$ cat src/rtl/nibble_serial_adder32.sv
// nibble_serial_adder32
//   32-bit adder that processes one 4-bit nibble per clock: 8 RUN cycles per
//   operation, least-significant nibble first, carry rippled through a
//   register between nibbles.
//
//   Optional feature macro: SUB_EN
//     defined   -> port Sub exists; Sub=1 computes X - Y (Cin ignored,
//                  Cout=1 means no borrow)
//     undefined -> add-only, no Sub port
//
// Ports
//   clk    in   rising-edge clock
//   rst    in   synchronous active-high reset
//   start  in   begin an operation (accepted in IDLE or DONE)
//   X, Y   in   32-bit operands, latched on acceptance
//   Cin    in   carry into bit 0, latched on acceptance
//   Sub    in   subtract select (SUB_EN only)
//   F      out  result register; nibbles fill in during RUN
//   Cout   out  carry out of bit 31
//   OF     out  two's-complement overflow
//   ZF     out  F == 0
//   busy   out  high while in RUN
//   done   out  one-cycle pulse once F and flags are final

module nibble_serial_adder32 (
    input  logic        clk,
    input  logic        rst,
    input  logic        start,
    input  logic [31:0] X,
    input  logic [31:0] Y,
    input  logic        Cin,
`ifdef SUB_EN
    input  logic        Sub,
`endif
    output logic [31:0] F,
    output logic        Cout,
    output logic        OF,
    output logic        ZF,
    output logic        busy,
    output logic        done
);

    typedef enum logic [1:0] {IDLE, RUN, DONE} state_t;

    state_t      state;
    state_t      state_nxt;
    logic [2:0]  k;
    logic        carry;
    logic [31:0] x_r;
    logic [31:0] y_r;

    logic        accept;
    logic [31:0] y_eff;
    logic        c_init;
    logic [4:0]  nib_idx;
    logic [4:0]  nib_sum;
    logic [31:0] f_nxt;

    // A new operation may be launched from IDLE, or straight out of DONE
    // for back-to-back operation; requests during RUN are dropped.
    assign accept = start && (state != RUN);

    // Effective second operand and initial carry chosen at acceptance time.
    always_comb begin
        y_eff  = Y;
        c_init = Cin;
`ifdef SUB_EN
        if (Sub) begin
            y_eff  = ~Y;
            c_init = 1'b1;
        end
`endif
    end

    // Nibble adder for the current k, and F with that nibble replaced.
    always_comb begin
        nib_idx = {k, 2'b00};
        nib_sum = {1'b0, x_r[nib_idx +: 4]} + {1'b0, y_r[nib_idx +: 4]}
                + {4'b0000, carry};
        f_nxt   = F;
        f_nxt[nib_idx +: 4] = nib_sum[3:0];
    end

    always_ff @(posedge clk) begin
        if (rst) begin
            state <= IDLE;
        end else begin
            state <= state_nxt;
        end
    end

    always_comb begin
        state_nxt = state;
        busy      = 1'b0;
        done      = 1'b0;
        case (state)
            IDLE: begin
                if (start) state_nxt = RUN;
            end
            RUN: begin
                busy = 1'b1;
                if (k == 3'd7) state_nxt = DONE;
            end
            DONE: begin
                done      = 1'b1;
                state_nxt = start ? RUN : IDLE;
            end
            default: state_nxt = IDLE;
        endcase
    end

    always_ff @(posedge clk) begin
        if (rst) begin
            k     <= 3'd0;
            carry <= 1'b0;
            x_r   <= 32'h0;
            y_r   <= 32'h0;
            F     <= 32'h0;
            Cout  <= 1'b0;
            OF    <= 1'b0;
            ZF    <= 1'b0;
        end else if (accept) begin
            // F is left alone: its nibbles are overwritten one by one.
            x_r   <= X;
            y_r   <= y_eff;
            carry <= c_init;
            k     <= 3'd0;
        end else if (state == RUN) begin
            F     <= f_nxt;
            carry <= nib_sum[4];
            k     <= k + 3'd1;
            // Flags change only on the final nibble, from the completed result.
            if (k == 3'd7) begin
                Cout <= nib_sum[4];
                OF   <= (x_r[31] == y_r[31]) && (f_nxt[31] != x_r[31]);
                ZF   <= (f_nxt == 32'h0);
            end
        end
    end

endmodule

$ cat config.mk
export PLATFORM = sky130hd
export DESIGN_NAME = nibble_serial_adder32
export DESIGN_NICKNAME = d
export VERILOG_FILES = /design/src/rtl/nibble_serial_adder32.sv
export SDC_FILE = /design/constraint.sdc
export NUM_CORES = 1
export LEC_CHECK = 0
export CORE_ASPECT_RATIO = 0.8
export CORE_MARGIN = 2
export CORE_UTILIZATION = 30
export DETAILED_ROUTE_END_ITERATION = 16
export PLACE_DENSITY = 0.57
export SLEW_MARGIN = 15
export SYNTH_ARGS = -nofsm -noshare
export SYNTH_HDL_FRONTEND = slang
export SYNTH_SLANG_ARGS = --single-unit
$ cat constraint.sdc
create_clock -name clk -period 6.2 [get_ports clk]
set_input_delay 0.62 -clock clk [delete_from_list [all_inputs] [get_ports clk]]
set_output_delay 0.62 -clock clk [all_outputs]
set_load 0.05 [all_outputs]
==> summary.txt <==
Yosys
  • Post-synthesis mux area share: 0.120
  • Post-synthesis xor/xnor area fraction: 0.00355
  • Post-synth ARST share: 0
  • Register area share after synthesis: 0.426
  • Avg Cell Area, Syn: 8.09 um^2
  • Number of enable flip-flop cells after synthesis: 0
  • Cell taking the most area after synthesis: dfxtp_1
  • Most common cell in the netlist: nand2_1
  • Yosys warns: 0
  • Post-Syn Nets: 690
  • Largest family of logic cells by synthesized area: simple AND/OR/NAND/NOR gates
  • Synth Flop Type: dfxtp_1
  • Compound-Gate Fraction of Synth Area: 0.136
  • Synthesized area: 4940 um^2
  • Yosys top cell area share: 0.426
  • Synth cell types: 45
  • Adder-Cell Fraction of Synth Area: 0.0335
  • Mapped Cells: 610
  • Synth Area in Simple Gates: 0.239
  • Synth top area cells: dfxtp_1, nand2_1, a21oi_1
  • Yosys reg bits: 105
  • Synth cell count leaders: nand2_1, dfxtp_1, a21oi_1

Pwr
  • Flop pwr share: 0.468
  • Combinational Power Share: 0.141
  • Switching share of power: 0.258
  • Clk pwr share: 0.391
  • Power per standard cell area: 243 nW/um^2
  • Leakage: 2.33 nW
  • Internal power: 1.16 mW
  • Switching power total: 0.401 mW
  • Peak VDD IR: 0.000119 V

Timing
  • RSZ-0062 raised after global routing: no
  • Final hold viol count: 0
  • Clock period minus worst slack: 4540 ps
  • Final TNS setup: 0 ps
  • Normalized max-slew margin: 0.249
  • Period utilization: 0.732
  • Final setup fails: 0
  • Min Hold Slack: 455 ps
  • F_max: 220 MHz
  • Layout Skew: 8.56 ps
  • Worst Max-Slew Pin Slew: 1120 ps
  • Slew Viols, Final: 0

Clocking
  • CTS H-tree depth: 3
  • CTS resizes: 0
  • Hold-fix buffers, CTS: 0
  • Worst-case clock buffer depth: 2
  • CTS tree: done
  • CTS buffer count: 9
  • CTS root buf: clkbuf_16
  • Worst-Skew Late Latency: 350 ps
  • Setup Buffers After CTS: 0
  • CTS sink count: 105
  • Clk slew on worst S/H paths: 70 ps

Routing
  • DRT Pass-1 Iters: 4
  • Post-route ant nets: 0
  • Avg WL per Cell: 15.8 um
  • DRC Markers: 0
  • Total vias in the final route: 4,379
  • Drt total wl: 14.3 mm
  • Via density: 4.85
  • Starting DRT DRC Count: 285

GRT
  • Initial antenna violation count: 0
  • Pin count of the biggest net entering global routing: 106
  • GRT overflow: 0
  • Total GRT Usage: 0.166
  • Global-route wire length before repair: 23.0 mm
  • Vias in the first global route: 4,368

Critical path
  • CP endpoint kind: register
  • CP Launch Type: register
  • Flop2flop setup slack: 1660 ps
  • WP data required: 6460 ps
  • Worst Setup Path Type: register to register
  • CP max FO: 35
  • Critical Path AT: 4800 ps

Finish
  • Net count, final: 763
  • Area Growth Syn to Fin: 29.8%
  • Finished Layout Cells: 903
  • Layout cells sized above 1: 0.0610
  • Ant. Diodes: 0

Floorplan
  • Die width: 147 um
  • Core Footprint: 16,000 um^2
  • Initial Util: 0.309
  • Die height: 119 um
  • Total die area: 17,500 um^2
  • I/O Pins: 105
  • Core Rows: 41

Placed design
  • Port Buffers: 104
  • Placed insts: 887
  • Detail Placement HPWL: 10.5 mm
  • GP Congestion: 0.865

Min path
  • Hold Path Class: register to register

Run
  • Max cap viols: 0

Outcome
  • Run status: finished clean
==> per-layer routing <==
| layer | track usage | routed length (um) |
|---|---|---|
| met4 | 0.0475 | 131 |
| met2 | 0.240 | 6090 |
| met3 | 0.0417 | 796 |
| met1 | 0.242 | 7280 |
| met5 | 0 | 0 |
==> worst paths after layout <==
path | from | endpoint | depth (start not counted)
setup / recovery | k[0]$_SDFFE_PP0P_ | ZF$_SDFFE_PP0P_ | 11
hold / removal | y_r[28]$_SDFFE_PP0P_ | y_r[28]$_SDFFE_PP0P_ | 2
setup reg to reg | k[0]$_SDFFE_PP0P_ | ZF$_SDFFE_PP0P_ | 11
hold reg to reg | y_r[28]$_SDFFE_PP0P_ | y_r[28]$_SDFFE_PP0P_ | 2
==> worst max-delay path: stages, from the launching register on <==
cell and delay, ps:
dfxtp_2 910, mux4_2 600, nand2_1 80, nand2_1 90, fa_1 440, inv_1 90, fa_1 200, xor2_1 750
nor2_1 200, mux2_2 310, or4_1 510, o31ai_1 260
==> through the flow <==
stage | area [um^2] | setup WS [ps] | total power [mW] | util
floorplan | 4940 | 2150 | 0.873 | -
global placement | 6090 | 1870 | 0.960 | 0.382
detailed placement | 6090 | 1700 | 0.963 | 0.382
CTS | 6410 | 1660 | 1.57 | 0.402
global route | 6410 | 1390 | 1.63 | 0.402
finish | 6410 | 1660 | 1.56 | 0.402
==> registers in the layout, indices dropped and copies added (netlist names) <==
name and cells:
state 2, Cout 1, OF 1, x_r 32
y_r 32, k 3, F 32, carry 1
ZF 1
==> power by group through the flow <==
stage | registers, mW | clock network [mW] | logic (mW)
after floorplan | 0.734 | 0 | 0.139
after global placement | 0.744 | 0 | 0.216
after detailed placement | 0.744 | 0 | 0.219
after CTS | 0.729 | 0.624 | 0.220
after global routing | 0.733 | 0.654 | 0.242
final | 0.729 | 0.609 | 0.219
==> kinds of logic (layout without fill, tap and decap cells) <==
kind of cell / after synthesis / count (layout)
fa+ha+maj: 12 / 12
simple gates: 275 / 275
compound gates: 123 / 123
flops: 105 / 105
xor+xnor: 2 / 2
mux: 39 / 39
buf+inv: 54 / 132
==> placed cells by master, fill, tap and decap left out, types with 4 or more instances in the layout <==
cell type,instances
a211oi_1,6
a21oi_1,90
clkbuf_16,9
clkdlybuf4s50_1,103
dfxtp_1,104
ha_1,10
inv_1,11
mux2i_1,21
mux4_2,16
nand2_1,165
nand3_1,6
nand3b_1,4
nor2_1,53
nor2b_1,5
nor3_1,11
o21ai_0,11
==> final cells by class <==
| type | instances | area (um^2) |
|---|---|---|
| Clock buffer | 10 | 229 |
| Clock inverter | 6 | 87.6 |
| Fill cell | 1583 | 9550 |
| Inverter | 12 | 45.0 |
| Multi-Input combinational cell | 451 | 2630 |
| Sequential cell | 105 | 2100 |
| Tap cell | 215 | 269 |
| Timing Repair Buffer | 104 | 1040 |
No activity file was read; power rests on OpenSTA's default activity.
==> RTL change: new RTL, config.mk and constraints unchanged <==
Make the reset (`rst`) asynchronous in 2 clocked blocks. Comments in the files are not updated.
--- a/src/rtl/nibble_serial_adder32.sv
+++ b/src/rtl/nibble_serial_adder32.sv
@@ -82,5 +82,5 @@
     end
 
-    always_ff @(posedge clk) begin
+    always_ff @(posedge clk or posedge rst) begin
         if (rst) begin
             state <= IDLE;
@@ -110,5 +110,5 @@
     end
 
-    always_ff @(posedge clk) begin
+    always_ff @(posedge clk or posedge rst) begin
         if (rst) begin
             k     <= 3'd0;
Function: differs if rst is asserted again (counterexample within 4 cycles, from zero or initial values and one cycle with rst high); with rst held inactive, the same outputs for 10 cycles.
==> RTL change against the original RTL <==
- maximum frequency down 1.7%
- area after synthesis is 3.8% higher
- setup slack worse by 0.078 ns
- sequential cell count did not move
- cell area up 4.8%
- highest routed layer unchanged
- clock skew down 0.0018 ns
- wire length fell by 9.7%
Power is not compared: it rests on default switching activity, and its combinational part moved more than twofold at a synthesized area within 25%.
==> RTL change: results (changes against the original RTL) <==
* Synth cell count leaders: 105 x dfrtp_1, 88 x mux2_2, 46 x nand2_1 (was 166 x nand2_1, 105 x dfxtp_1, 90 x a21oi_1)
* Filler cells at 1,589 (was 1,583)
* Critical path fanouts, max at 20 (was 35)
* Cell variety after synth at 44 (was 45)
* Overall routing resource usage at 15.0% (was 16.6%)
* Syn nets at 491 (was 690)
* Slowest cell delay on critical path at 0.84 ns (was 0.91 ns)
* FFs w/ async S/R, synth at 100% (was 0%)
* Ratio of cells with drive above 1 in the final layout at 25.0% (was 6.10%)
* Max Cap Violations at 0 (unchanged)
* PostCTS Resize Cnt at 0 (unchanged)
* DPL Wire Length at 9.76 mm (was 10.5 mm)
* DRT iter0 DRCs at 202 (was 285)
* Critical path endpoint: ZF$_DFFE_PP0P_ (was ZF$_SDFFE_PP0P_)
* Slowest CP cell: dfrtp_1 (was dfxtp_2)
* Vias per inst at 4.92 (was 4.85)
* Synth area leaders: dfrtp_1 51%, mux2_2 19%, mux4_2 7.0% (was dfxtp_1 43%, nand2_1 13%, a21oi_1 9.1%)
* Actual slew at the worst max-slew pin at 1.04 ns (was 1.12 ns)
* Reg2reg setup slack at 1.58 ns (was 1.66 ns)
* Register area share after synthesis at 51.3% (was 42.6%)
* Initial DRT Pass Iterations at 4 (unchanged)
* Main synth FF type: dfrtp_1 (was dfxtp_1)
* CP startpoint: k[0]$_DFFE_PP0P_ (was k[0]$_SDFFE_PP0P_)
* Vias in the first global route at 3,785 (was 4,368)
* Outcome: completed (unchanged)
* R2r worst-path depth at 13 (was 11)
* ANT cells at 0 (unchanged)
* Final nets at 592 (was 763)
* Antenna violations before repair at 0 (unchanged)
* Worst Path Arrival at 4.91 ns (was 4.80 ns)
* Pin count of the biggest net entering global routing at 73 (was 106)
* First-pass GRT wire length at 20.8 mm (was 23.0 mm)
* Clk_skew at 0.00678 ns (was 0.00856 ns)
* Hold_sp: y_r[6]$_DFFE_PP0P_ (was y_r[28]$_SDFFE_PP0P_)
* GPL Wtd Cong at 0.867 (was 0.865)
* Drt wl/cell at 17.5 µm (was 15.8 µm)
* Worst-path clk slew at 0.07 ns (about the same)
* Port bufs at 104 (unchanged)
-- RTL change: cell types whose count changed after synthesis, moves of 3 or more --
cell / before / now
dfxtp_1: 105 / 0
or2_2: 3 / 0
nor3_1: 11 / 4
clkbuf_1: 38 / 11
dfrtp_1: 0 / 105
a21oi_1: 90 / 10
a211oi_1: 6 / 1
mux2_2: 2 / 88
o41ai_1: 0 / 3
nor3b_1: 3 / 0
mux2i_1: 21 / 1
nand2_1: 166 / 46
nor2_1: 53 / 25
-- RTL change: cell families after synthesis --
group                      count (synthesis)  synth area share, %
buffers and inverters                     31                 2.37
xor gates and xnor gates                   2                0.489
muxes                                    105                 26.6
and+or+nand+nor                          112                 10.5
DFF                                      105                 51.3
AOI/OAI and AO/OA                         44                 5.57
adders and majority gates                 12                 3.22
-- RTL change: area by class of cell --
| cell class | instances | share of cell area, % |
|---|---|---|
| clock buffer | 13 | 4.02 |
| clock inverter | 3 | 0.708 |
| inverter | 14 | 0.820 |
| multi-input combinational | 275 | 35.4 |
| sequential | 105 | 39.1 |
| tap | 220 | 4.10 |
| timing repair buffer | 107 | 15.8 |
-- RTL change: worst min-delay path by stage --
stage,endpoint,slack [ns],depth (start not counted)
6_report,y_r[6]$_DFFE_PP0P_,0.50,1
4_1_cts,y_r[11]$_DFFE_PP0P_,0.51,1
3_5_place_dp,y_r[11]$_DFFE_PP0P_,0.49,1
5_1_grt,y_r[21]$_DFFE_PP0P_,0.52,1
2_1_floorplan,state[0]$_DFFE_PP0P_,0.47,1
3_3_place_gp,x_r[22]$_DFFE_PP0P_,0.48,1
-- RTL change: power by group --
group          switching, W  leakage, nW  total [W]  internal, W
combinational       0.00138         1.41    0.00237     0.000998
clock              0.000248        0.156   0.000596     0.000348
sequential         0.000253         1.30    0.00125      0.00100
total               0.00188         2.86    0.00422      0.00235
-- RTL change: layer usage --
layer	part of all wire [%]	GRT usage (%)	vias up
li1	-	-	1696
met1	48	21.4	1854
met2	47	23.0	67
met3	3.9	3.23	12
met4	1.2	4.19	0
met5	0	0	-
-- RTL change: worst max-delay path, delay by kind of cell (launching register included) --
kind / cells / cell delay [ns]
multiplexers: 2 / 0.81
flip-flops: 1 / 0.84
adder cells (fa/ha/maj): 2 / 0.79
AND/OR/NAND/NOR: 5 / 1.32
buffers and inverters: 2 / 0.48
AO/OA/AOI/OAI: 2 / 0.30
-- RTL change: stage by stage --
step	instance area, µm²	cells	util (%)	power [W]	worst slack (ns)
global placement	6400	721	38.5	0.00360	1.71
detailed placement	6400	721	38.5	0.00364	1.56
floorplan	5120	411	-	0.00288	1.93
CTS	6720	737	40.4	0.00425	1.53
finish	6720	737	40.4	0.00422	1.58
global route	6720	737	40.4	0.00453	1.27
